<file path="src/rtl/tagged_pipe_elastic.sv">
// tagged_pipe_elastic
// Elastic pipeline of tagged records. A command (2-bit tag + payload) enters
// stage 0 through a valid/ready handshake, moves toward the tail whenever the
// next slot is free or being vacated, and is delivered at the tail through a
// second valid/ready handshake. DATA records gain INCR on every
// stage-to-stage advance; HOLD records pass through unchanged. FLUSH clears
// every stage; NOP is consumed and does nothing.
//
// Handshakes: a transfer happens on a rising edge where valid and ready are
// both high. ready never depends on valid. Once the tail offers a record it
// keeps __out0/__out_valid stable until the record is taken.
//
// Ports
//   clk          clock, rising edge
//   rst          synchronous active-high reset
//   __in0        command {tag[1:0], payload[DATA_W-1:0]}
//                tag 0 LOAD, 1 HOLD, 2 FLUSH, 3 NOP
//   __in_valid   command present
//   __in_ready   command accepted this cycle if __in_valid is also high
//   __out0       tail record {kind, value}, kind 0 = DATA, 1 = HOLD; 0 when empty
//   __out_valid  tail stage holds a record
//   __out_ready  downstream accepts the tail record
//   __count      delivered records, modulo 2^16
module tagged_pipe_elastic #(
  parameter int          DATA_W = 8,
  parameter int          DEPTH  = 2,
  parameter int unsigned INCR   = 1
) (
  input  logic              clk,
  input  logic              rst,
  input  logic [DATA_W+1:0] __in0,
  input  logic              __in_valid,
  output logic              __in_ready,
  output logic [DATA_W:0]   __out0,
  output logic              __out_valid,
  input  logic              __out_ready,
  output logic [15:0]       __count
);

  localparam logic [1:0] TAG_LOAD  = 2'd0;
  localparam logic [1:0] TAG_HOLD  = 2'd1;
  localparam logic [1:0] TAG_FLUSH = 2'd2;

  localparam logic [DATA_W-1:0] INC = DATA_W'(INCR);

  logic [DEPTH-1:0]  v;
  logic [DEPTH-1:0]  kind;
  logic [DATA_W-1:0] value [DEPTH];
  logic [DEPTH-1:0]  move;
  logic [15:0]       count;

  logic       chain;
  logic [1:0] tag;
  logic       accept;
  logic       inject;
  logic       flush;

  // Move chain, tail first. A stage moves when it is valid and the slot in
  // front of it is either empty (bubble collapse) or itself moving. chain
  // carries the downstream stage's move decision to the next iteration.
  always_comb begin
    move  = '0;
    chain = v[DEPTH-1] & __out_ready;
    move[DEPTH-1] = chain;
    for (int k = DEPTH - 2; k >= 0; k--) begin
      chain   = v[k] & (!v[k+1] | chain);
      move[k] = chain;
    end
  end

  assign tag        = __in0[DATA_W+1:DATA_W];
  assign __in_ready = !rst & (!v[0] | move[0]);
  assign accept     = __in_valid & __in_ready;
  assign inject     = accept & ((tag == TAG_LOAD) | (tag == TAG_HOLD));
  assign flush      = accept & (tag == TAG_FLUSH);

  always_ff @(posedge clk) begin
    if (rst) begin
      v     <= '0;
      kind  <= '0;
      count <= '0;
      for (int k = 0; k < DEPTH; k++) value[k] <= '0;
    end else begin
      // The tail handshake is counted even when a FLUSH lands on the same edge.
      if (__out_valid & __out_ready) count <= count + 16'd1;

      if (flush) begin
        // Advances computed this cycle are discarded.
        v    <= '0;
        kind <= '0;
        for (int k = 0; k < DEPTH; k++) value[k] <= '0;
      end else begin
        for (int k = 1; k < DEPTH; k++) begin
          if (move[k-1]) begin
            v[k]     <= 1'b1;
            kind[k]  <= kind[k-1];
            value[k] <= kind[k-1] ? value[k-1] : value[k-1] + INC;
          end else if (move[k]) begin
            v[k] <= 1'b0;
          end
        end
        if (inject) begin
          v[0]     <= 1'b1;
          kind[0]  <= (tag == TAG_HOLD);
          value[0] <= __in0[DATA_W-1:0];
        end else if (move[0]) begin
          v[0] <= 1'b0;
        end
      end
    end
  end

  assign __out_valid = v[DEPTH-1];
  assign __out0      = v[DEPTH-1] ? {kind[DEPTH-1], value[DEPTH-1]} : '0;
  assign __count     = count;

endmodule

</file>
<file path="config.mk">
export PLATFORM = sky130hd
export DESIGN_NAME = tagged_pipe_elastic
export DESIGN_NICKNAME = d
export VERILOG_FILES = /design/src/rtl/tagged_pipe_elastic.sv
export SDC_FILE = /design/constraint.sdc
export NUM_CORES = 1
export LEC_CHECK = 0
export ABC_CLOCK_PERIOD_IN_PS = 1700
export CAP_MARGIN = 10
export CELL_PAD_IN_SITES_DETAIL_PLACEMENT = 2
export CELL_PAD_IN_SITES_GLOBAL_PLACEMENT = 2
export CORE_ASPECT_RATIO = 1.5
export CORE_UTILIZATION = 28
export CTS_BUF_LIST = sky130_fd_sc_hd__clkbuf_8
export DETAILED_ROUTE_END_ITERATION = 6
export PLACE_DENSITY = 0.75
export SLEW_MARGIN = 20
export SYNTH_ARGS = -nofsm -noshare
export SYNTH_HDL_FRONTEND = slang
export SYNTH_SLANG_ARGS = --single-unit
</file>
<file path="constraint.sdc">
create_clock -name clk -period 1.7 [get_ports clk]
set_input_delay 0.51 -clock clk [delete_from_list [all_inputs] [get_ports clk]]
set_output_delay 0.51 -clock clk [all_outputs]
set_load 0.05 [all_outputs]
</file>
==> results of run 1 <==
[kinds of logic after synthesis]
| kind of cell | after synthesis | synth area share [%] |
|---|---|---|
| and+or+nand+nor | 89 | 28.7 |
| DFF | 36 | 52.0 |
| xor gates and xnor gates | 19 | 9.82 |
| AOI/OAI and AO/OA | 11 | 3.77 |
| buffers and inverters | 11 | 2.44 |
| muxes | 3 | 1.85 |
| adders and majority gates | 2 | 1.48 |
[flip-flops by register name (all words and copies together) (netlist names)]
register  count
kind          2
v             2
value        16
__count      16
[synth_stat cells, drive strengths merged (4+ instances only)]
cell / n
nand2: 9
nand4: 6
clkbuf: 4
nor2: 24
edfxtp: 16
inv: 6
xor2: 8
dfxtp: 20
and2: 18
nand3: 6
nor2b: 5
xnor2: 11
a21oi: 7
nor3: 7
[final timing paths]
check | endpoint | slack [ps] | cells past startpoint
setup / recovery | __in_ready | -80 | 4
hold / removal | __count[1]$_SDFFE_PP0P_ | 530 | 2
setup reg to reg | __count[14]$_SDFFE_PP0P_ | -20 | 4
hold reg to reg | __count[1]$_SDFFE_PP0P_ | 530 | 2
[final cells by class]
cell class,instances,area [sq um]
tap,72,90.1
sequential,36,921
clock inverter,3,90.1
timing repair buffer,69,907
inverter,6,22.5
multi-input combinational,124,863
clock buffer,5,68.8
fill,560,2870
[power groups by stage]
| stage | logic [mW] | clock network [mW] | registers [mW] |
|---|---|---|---|
| after floorplan | 0.0798 | 0 | 0.966 |
| after global placement | 0.183 | 0 | 0.964 |
| after detailed placement | 0.191 | 0 | 0.968 |
| after CTS | 0.202 | 1.09 | 0.948 |
| after global routing | 0.221 | 1.13 | 0.950 |
| final | 0.205 | 1.08 | 0.947 |
[what timing repair did]
item / CTS / global route
endpoints found under the setup margin: 39 / 30
buffers inserted: 1 / 2
pin swaps: 4 / 3
cloned: 0 / 0
resized for setup: 16 / 12
[metrics by stage]
stage                     hold slack [ps]  setup slack, ps  instance area, sq um
after floorplan                       477             -135                  1760
after global placement                510             -684                  2710
after detailed placement              518             -742                  2710
after CTS                             533             -101                  2920
after global routing                  552             -106                  2960
final                                 533            -80.0                  2960
[worst register-to-register path: cells and delay by family, from the launching register on]
| family | cells | cell delay [ps] |
|---|---|---|
| compound gates | 2 | 660 |
| simple gates | 2 | 550 |
| flops | 1 | 390 |
[per-layer routing]
metal | routed length [microns] | GRT usage (%)
met1 | 1810 | 16.4
met2 | 3620 | 40.6
met3 | 146 | 3.76
met4 | 142 | 7.53
met5 | 0 | 0
==> run metrics, run 1 <==
outcome finished, violations left; failing checks setup timing; Fmax 562 MHz; Placed Cells incl. Taps roughly 300; worst skew pair latency around 300 ps; slowest library cell on the worst path dfxtp_4; CP Max Fanout 4; Post-synth ARST share 0%; Initial Util 29.1%; first-pass GRT wire length 8.89 mm; total grt overflow 0; clock power share between 40% and 50%; Post-Layout Cell Count about 320; Yosys Warn Count 0; commonest non-fill, non-tap cell in the layout buf_12; routed vias around 1500; TNS Setup -148 ps; critical path arrival 1270 ps; Max Root-Sink Buffers 2; I/O Buffers 40; Boundary Pins between 40 and 50; DP HPWL slightly above 4 mm; vias in the first global route about 1700; die area roughly 0.0064 sq mm; Core Rows 34; initial antenna violation count 0; Post-DRT Antenna Nets 0; fin crit period ~1800 ps; final core utilization roughly half; cell-internal power 1.76 mW; GP Congestion ~0.78; Syn Area/Cell a little under 10 sq um; Setup crit start v[1]$_SDFFE_PP0P_; Area Growth Syn to Fin 74.9%; Syn Nets ~190; Max-slew headroom about 64%; CTS Hold Bufs 0; DR DRC count 0; Worst-path clk slew 80 ps; hold wc startpoint __count[1]$_SDFFE_PP0P_; critical-path cell list and3b_2 -> buf_6 -> nor2_4 -> buf_12; PnR worst setup slack -80.0 ps; Post-Syn Area 0.00169 sq mm; Max Cap Violations 0; final setup fails 10; Core ar. 0.00583 sq mm; layout cells sized above 1 between 40% and 50%; Final Cycle Share 105%; Total GRT Usage 19.4%; EDFF count, synth 16; Post-synth top flop dfxtp_1; CTS H-tree depth 2; DIE WIDTH 65.5 microns; Logic pwr share under 10%; sw frac a little over a fifth; first-pass iteration count of the detailed router 4; Yosys top cell area share between 20% and 30%; Post-Synthesis Cells 171; largest area contributor in the netlist edfxtp_1; Tot Pwr ~2.2 mW; RSZ-0062 raised after global routing true; sequential power share around 42%; Synth Register Bits 36; Least-Margin Pin Slew 530 ps; CTS Buf Count 5; crit path kind register to output port; delay-heaviest family, CP flip-flops; Crit path buffers/inverters 2; final WL 5.72 mm; Worst VDD drop between 700 and 800 uV; Ant. Diodes 0; Final Max Tran Viols 0; vias per cell slightly below 5; Hold Path Class register to register; distinct cell type count after synthesis 34; TritonCTS clock tree built; worst path required time ~1200 ps; 1st-iter DRT viols 23; Worst Skew between 2 and 3 ps; Routed WL per cell roughly 18 microns; Die H ~100 microns; Root Driver clkbuf_8; slowest cell delay on critical path 370 ps; P_sw roughly 470 uW; crit end category output port; Nets between 200 and 300; Area contributors post-synth edfxtp_1 (28%), dfxtp_1 (24%), and2_1 (6.3%); Final Hold Viols 0; most frequent cells in the layout buf_12 (28), buf_4 (27), nor2_1 (22); Leakage 1.13 nW; power per cell area around 750 mW/mm^2; Worst R2R Start __count[8]$_SDFFE_PP0P_; clock sinks 36; largest net degree at the start of global routing 13; Seq/Total Area, Yosys 52.0%; Worst setup SP type register
No activity file was read; power rests on OpenSTA's default activity.
==> run 2: changes to the inputs <==
--- a/config.mk
+++ b/config.mk
@@ -14,6 +14,7 @@
 export CTS_BUF_LIST = sky130_fd_sc_hd__clkbuf_8
 export DETAILED_ROUTE_END_ITERATION = 6
 export PLACE_DENSITY = 0.75
+export SETUP_SLACK_MARGIN = 0.15
 export SLEW_MARGIN = 20
 export SYNTH_ARGS = -nofsm -noshare
 export SYNTH_HDL_FRONTEND = slang
==> run metrics, run 2 (synthesized netlist as in run 1, its figures left out) <==
Ant. Diodes 0 (unchanged); final core utilization 53.7% (+2.9 points); DR DRC count 0 (unchanged); first-pass iteration count of the detailed router 4 (unchanged); cell count of the worst reg-to-reg path 5 (+1); Worst Skew 7.96 ps (+5.06 ps); total grt overflow 0 (unchanged); vias in the first global route 1784 (+5.2%); Least-Margin Pin Slew 347 ps (-183 ps); slowest cell delay on critical path 270 ps (-100 ps); final setup fails 0 (-10); worst path required time 1770 ps (+580 ps); CP Max Fanout 8 (+4); DIE WIDTH 65.5 microns (unchanged); Die H 97.3 microns (unchanged); Final Cycle Share 99.7% (-5.0 points); GP Congestion 0.770 (-1.8%); die area 0.00637 sq mm (unchanged); fin crit period 1700 ps (-84.3 ps); vias per cell 4.92 (+1.7%); DP HPWL 4.21 mm (+2.9%); slowest library cell on the worst path and3b_2; Nets 263 (+1.9%); crit path kind input pin to register; clock sinks 36 (unchanged); CTS Hold Bufs 0 (unchanged); TNS Setup 0 ps (+148 ps); Worst VDD drop 534 uV (-24%); Final Max Tran Viols 0 (unchanged); layout cells sized above 1 50.4% (+6.4 points); Core Rows 34 (unchanged); Post-Layout Cell Count 320 (+1.6%); commonest non-fill, non-tap cell in the layout buf_12; critical path arrival 1760 ps (+490 ps); # fillers 546 (-2.5%); outcome finished clean; Final Hold Viols 0 (unchanged); critical-path cell list buf_8 -> buf_6 -> and3b_2 -> buf_6 -> buf_12 -> nor2_4 -> a21oi_4 -> o31ai_4 -> buf_12; CTS H-tree depth 2 (unchanged); I/O Buffers 40 (unchanged); Worst-path clk slew 70 ps (about the same); initial antenna violation count 0 (unchanged); Boundary Pins 41 (unchanged); Placed Cells incl. Taps 298 (-2.0%); worst skew pair latency 290 ps (about the same); routed vias 1574 (+3.3%); TritonCTS clock tree built; final WL 6.56 mm (+15%); Routed WL per cell 20.5 microns (+13%); CTS Buf Count 5 (unchanged); Root Driver clkbuf_8; RSZ-0062 raised after global routing true; first-pass GRT wire length 9.78 mm (+10%); hold-critical path depth 2 (unchanged); Leakage 1.18 nW (+4.4%); 1st-iter DRT viols 31 (+35%); Max-slew headroom 76.7% (+12 points); power per cell area 622 mW/mm^2 (-18%); most frequent cells in the layout buf_12 (29), buf_4 (25), nor2_1 (16), edfxtp_1 (16); Max Cap Violations 0 (unchanged); crit end category register; largest net degree at the start of global routing 18 (+5); Total GRT Usage 21.1% (+1.7 points); Core ar. 0.00583 sq mm (unchanged); Hold Path Class register to register; Post-DRT Antenna Nets 0 (unchanged); Worst setup SP type input pin; Initial Util 29.1% (unchanged); Area Growth Syn to Fin 84.9%; Fmax 590 MHz (+5.0%); Max Root-Sink Buffers 2 (unchanged)
[run 2: path summary, 6_finish.rpt]
| check | startpoint | endpoint | slack [ps] |
|---|---|---|---|
| worst max-delay path | __out_ready | value[0][1]$_SDFFCE_PN0P_ | 4 |
| worst min-delay path | kind[1]$_SDFFE_PP0P_ | kind[1]$_SDFFE_PP0P_ | 550 |
| worst max register to register | __count[0]$_SDFFE_PP0P_ | __count[14]$_SDFFE_PP0P_ | 40 |
| worst min register to register | kind[1]$_SDFFE_PP0P_ | kind[1]$_SDFFE_PP0P_ | 550 |
[run 2: layout make-up]
cell class	instances	area [sq um]	share of cell area, %
Clock buffer	5	68.8	2.20
Clock inverter	3	37.5	1.20
Sequential cell	36	927	29.6
Inverter	6	22.5	0.719
Tap cell	72	90.1	2.88
Timing Repair Buffer	74	977	31.2
Multi-Input combinational cell	124	1010	32.2
[run 2: where the power goes]
group,switching (mW),internal (mW)
Clock,0.330,0.428
Sequential,0.0252,0.922
Combinational,0.123,0.119
Total,0.478,1.47
[run 2: worst max-delay path: cells and delay by family]
family,cells,cell delay [ps]
buffers and inverters,5,590
AOI/OAI and AO/OA,2,340
and+or+nand+nor,2,310
[run 2: what timing repair did]
action,4_1_cts,5_1_grt
setup endpoints to repair,58,47
pin swaps,15,11
resized for setup,37,16
cloned,0,0
setup buffers,10,4
[run 2: routing by layer]
| layer | up-vias | GRT usage (%) | wire [microns] |
|---|---|---|---|
| met3 | 16 | 3.40 | 187 |
| li1 | 736 | - | - |
| met2 | 47 | 40.5 | 3970 |
| met4 | 0 | 11.4 | 209 |
| met1 | 775 | 20.1 | 2190 |
| met5 | - | 0 | 0 |
[run 2: metrics by stage]
step	hold slack [ps]	worst slack (ps)	total power [mW]	instance area (sq um)
after floorplan	477	-25.2	1.05	1840
after global placement	492	-645	1.14	2710
after detailed placement	542	-778	1.15	2710
after CTS	553	8.21	1.94	3030
after global routing	583	-26.5	2.02	3130
final	548	4.29	1.95	3130
==> run 3: changes to the inputs <==
--- a/config.mk
+++ b/config.mk
@@ -13,7 +13,7 @@
 export CORE_UTILIZATION = 28
 export CTS_BUF_LIST = sky130_fd_sc_hd__clkbuf_8
 export DETAILED_ROUTE_END_ITERATION = 6
-export PLACE_DENSITY = 0.75
+export PLACE_DENSITY_LB_ADDON = 0.1
 export SETUP_SLACK_MARGIN = 0.15
 export SLEW_MARGIN = 20
 export SYNTH_ARGS = -nofsm -noshare
==> run metrics, run 3 (synthesized netlist as in run 1, its figures left out) <==
outcome finished, violations left; failing checks setup timing; Least-Margin Pin Slew 352 ps (+4.64 ps); first-pass GRT wire length 8.84 mm (-9.7%); Max Cap Violations 0 (unchanged); Final Cycle Share 102% (+2.5 points); largest net degree at the start of global routing 13 (-5); Logic pwr share 13.7% (+1.2 points); Boundary Pins 41 (unchanged); slowest cell delay on critical path 360 ps (+90 ps); sequential power share 52.1% (+3.4 points); Die H 97.3 microns (unchanged); 1st-iter DRT viols 23 (-26%); Most Crowded Layer GR met2; met2 GRT Util 37.0% (-3.5 points); Worst-path clk slew 70 ps (about the same); initial antenna violation count 0 (unchanged); Leakage 1.19 nW (+0.32%); Worst VDD drop 350 uV (-34%); Ant. Diodes 0 (unchanged); GP Congestion 0.790 (+2.6%); first-pass iteration count of the detailed router 4 (unchanged); Nets 265 (+0.76%); Max Root-Sink Buffers 2 (unchanged); Post-DRT Antenna Nets 0 (unchanged); worst skew pair latency 290 ps (about the same); crit path kind register to output port; CTS Hold Bufs 0 (unchanged); Root Driver clkbuf_8; commonest non-fill, non-tap cell in the layout buf_12; Worst Skew 5.84 ps (-2.12 ps); CTS Buf Count 5 (unchanged); power per cell area 581 mW/mm^2 (-6.6%); die area 0.00637 sq mm (unchanged); met1 Usage GRT 17.8% (-2.4 points); DP HPWL 4.00 mm (-4.9%); sw frac 26.3% (+1.7 points); worst path required time 1190 ps (-580 ps); vias per cell 4.80 (-2.5%); Final Hold Viols 0 (unchanged); final WL 5.74 mm (-13%); final setup fails 1 (+1); slowest library cell on the worst path dfxtp_4; Worst setup SP type register; Fmax 575 MHz (-2.5%); met3 Resource Use GR 3.64% (+0.23 points); # fillers 570 (+4.4%); Hold Path Class register to register; Tot Pwr 1.81 mW (-6.8%); Max-slew headroom 76.2% (-0.44 points); vias in the first global route 1771 (-0.73%); crit end category output port; DIE WIDTH 65.5 microns (unchanged); Area Growth Syn to Fin 84.4%; Core Rows 34 (unchanged); PnR worst setup slack -38.3 ps (-42.6 ps); total grt overflow 0 (unchanged); final instance area 0.00312 sq mm (-0.24%); Post-Place Cell Area 0.00272 sq mm (+0.28%); DR DRC count 0 (unchanged); Routed WL per cell 17.8 microns (-13%); Core ar. 0.00583 sq mm (unchanged); most frequent cells in the layout buf_12 (29), buf_4 (27), and2_4 (17), nor2_1 (17), edfxtp_1 (16); Initial Util 29.1% (unchanged); TritonCTS clock tree built; clock sinks 36 (unchanged); P_sw 477 uW (-0.24%); I/O Buffers 40 (unchanged); Final Max Tran Viols 0 (unchanged); layout cells sized above 1 54.4% (+4.0 points); critical-path cell list buf_6 -> and3b_2 -> nor2_4 -> buf_12; Total GRT Usage 18.6% (-2.5 points); routed vias 1544 (-1.9%); CP Max Fanout 3 (-5); RSZ-0062 raised after global routing true; cell-internal power 1.34 mW (-9.0%); fin crit period 1740 ps (+42.6 ps); clock power share 34.1% (-4.8 points); critical path arrival 1230 ps (-530 ps); CTS H-tree depth 2 (unchanged)
-- run 3: critical path, delay by kind of cell (launching register included) --
family / cells / cell delay [ps]
simple gates: 2 / 320
flops: 1 / 360
buf+inv: 2 / 250
-- run 3: final cells by class --
cell class              count  area (sq um)  share of cell area (%)
multi-input cells         124          1010                    32.5
repair buffers             76           982                    31.4
flip-flops and latches     36           927                    29.7
well taps                  72          90.1                    2.88
clock buffers               5          68.8                    2.20
inverters                   6          22.5                   0.721
clock inverters             3          18.8                   0.601
-- run 3: power groups by stage --
stage,registers [mW],logic [mW],clock network (mW)
2_1_floorplan,0.962,0.0880,0
3_3_place_gp,0.961,0.180,0
3_5_place_dp,0.964,0.189,0
4_1_cts,0.944,0.221,0.631
5_1_grt,0.949,0.264,0.672
6_report,0.946,0.249,0.619
-- run 3: final timing paths --
| check | startpoint | cells after the start | slack, ps | endpoint |
|---|---|---|---|---|
| min reg2reg | __count[1]$_SDFFE_PP0P_ | 2 | 540 | __count[1]$_SDFFE_PP0P_ |
| max | v[1]$_SDFFE_PP0P_ | 4 | -40 | __in_ready |
| min | __count[1]$_SDFFE_PP0P_ | 2 | 540 | __count[1]$_SDFFE_PP0P_ |
| max reg2reg | v[1]$_SDFFE_PP0P_ | 5 | 20 | __count[15]$_SDFFE_PP0P_ |
-- run 3: metal layers --
layer / wire length, microns / up-vias
li1: - / 740
met1: 1970 / 770
met2: 3540 / 28
met3: 149 / 6
met4: 78 / 0
met5: 0 / -
-- run 3: timing repair --
action	4_1_cts	5_1_grt
setup buffers	9	6
pin swaps	7	25
setup endpoints to repair	59	49
gates resized for setup	26	33
-- run 3: stage by stage --
| stage | worst slack, ps | setup TNS [ps] | utilization, % | instances | hold WS (ps) |
|---|---|---|---|---|---|
| 2_1_floorplan | -25.2 | -25.2 | - | 171 | 477 |
| 3_3_place_gp | -604 | -23340 | 46.7 | 299 | 516 |
| 3_5_place_dp | -652 | -25020 | 46.7 | 299 | 526 |
| 4_1_cts | -31.0 | -31.0 | 50.8 | 316 | 540 |
| 5_1_grt | -79.3 | -95.5 | 53.6 | 322 | 555 |
| 6_report | -38.3 | -38.3 | 53.6 | 322 | 537 |
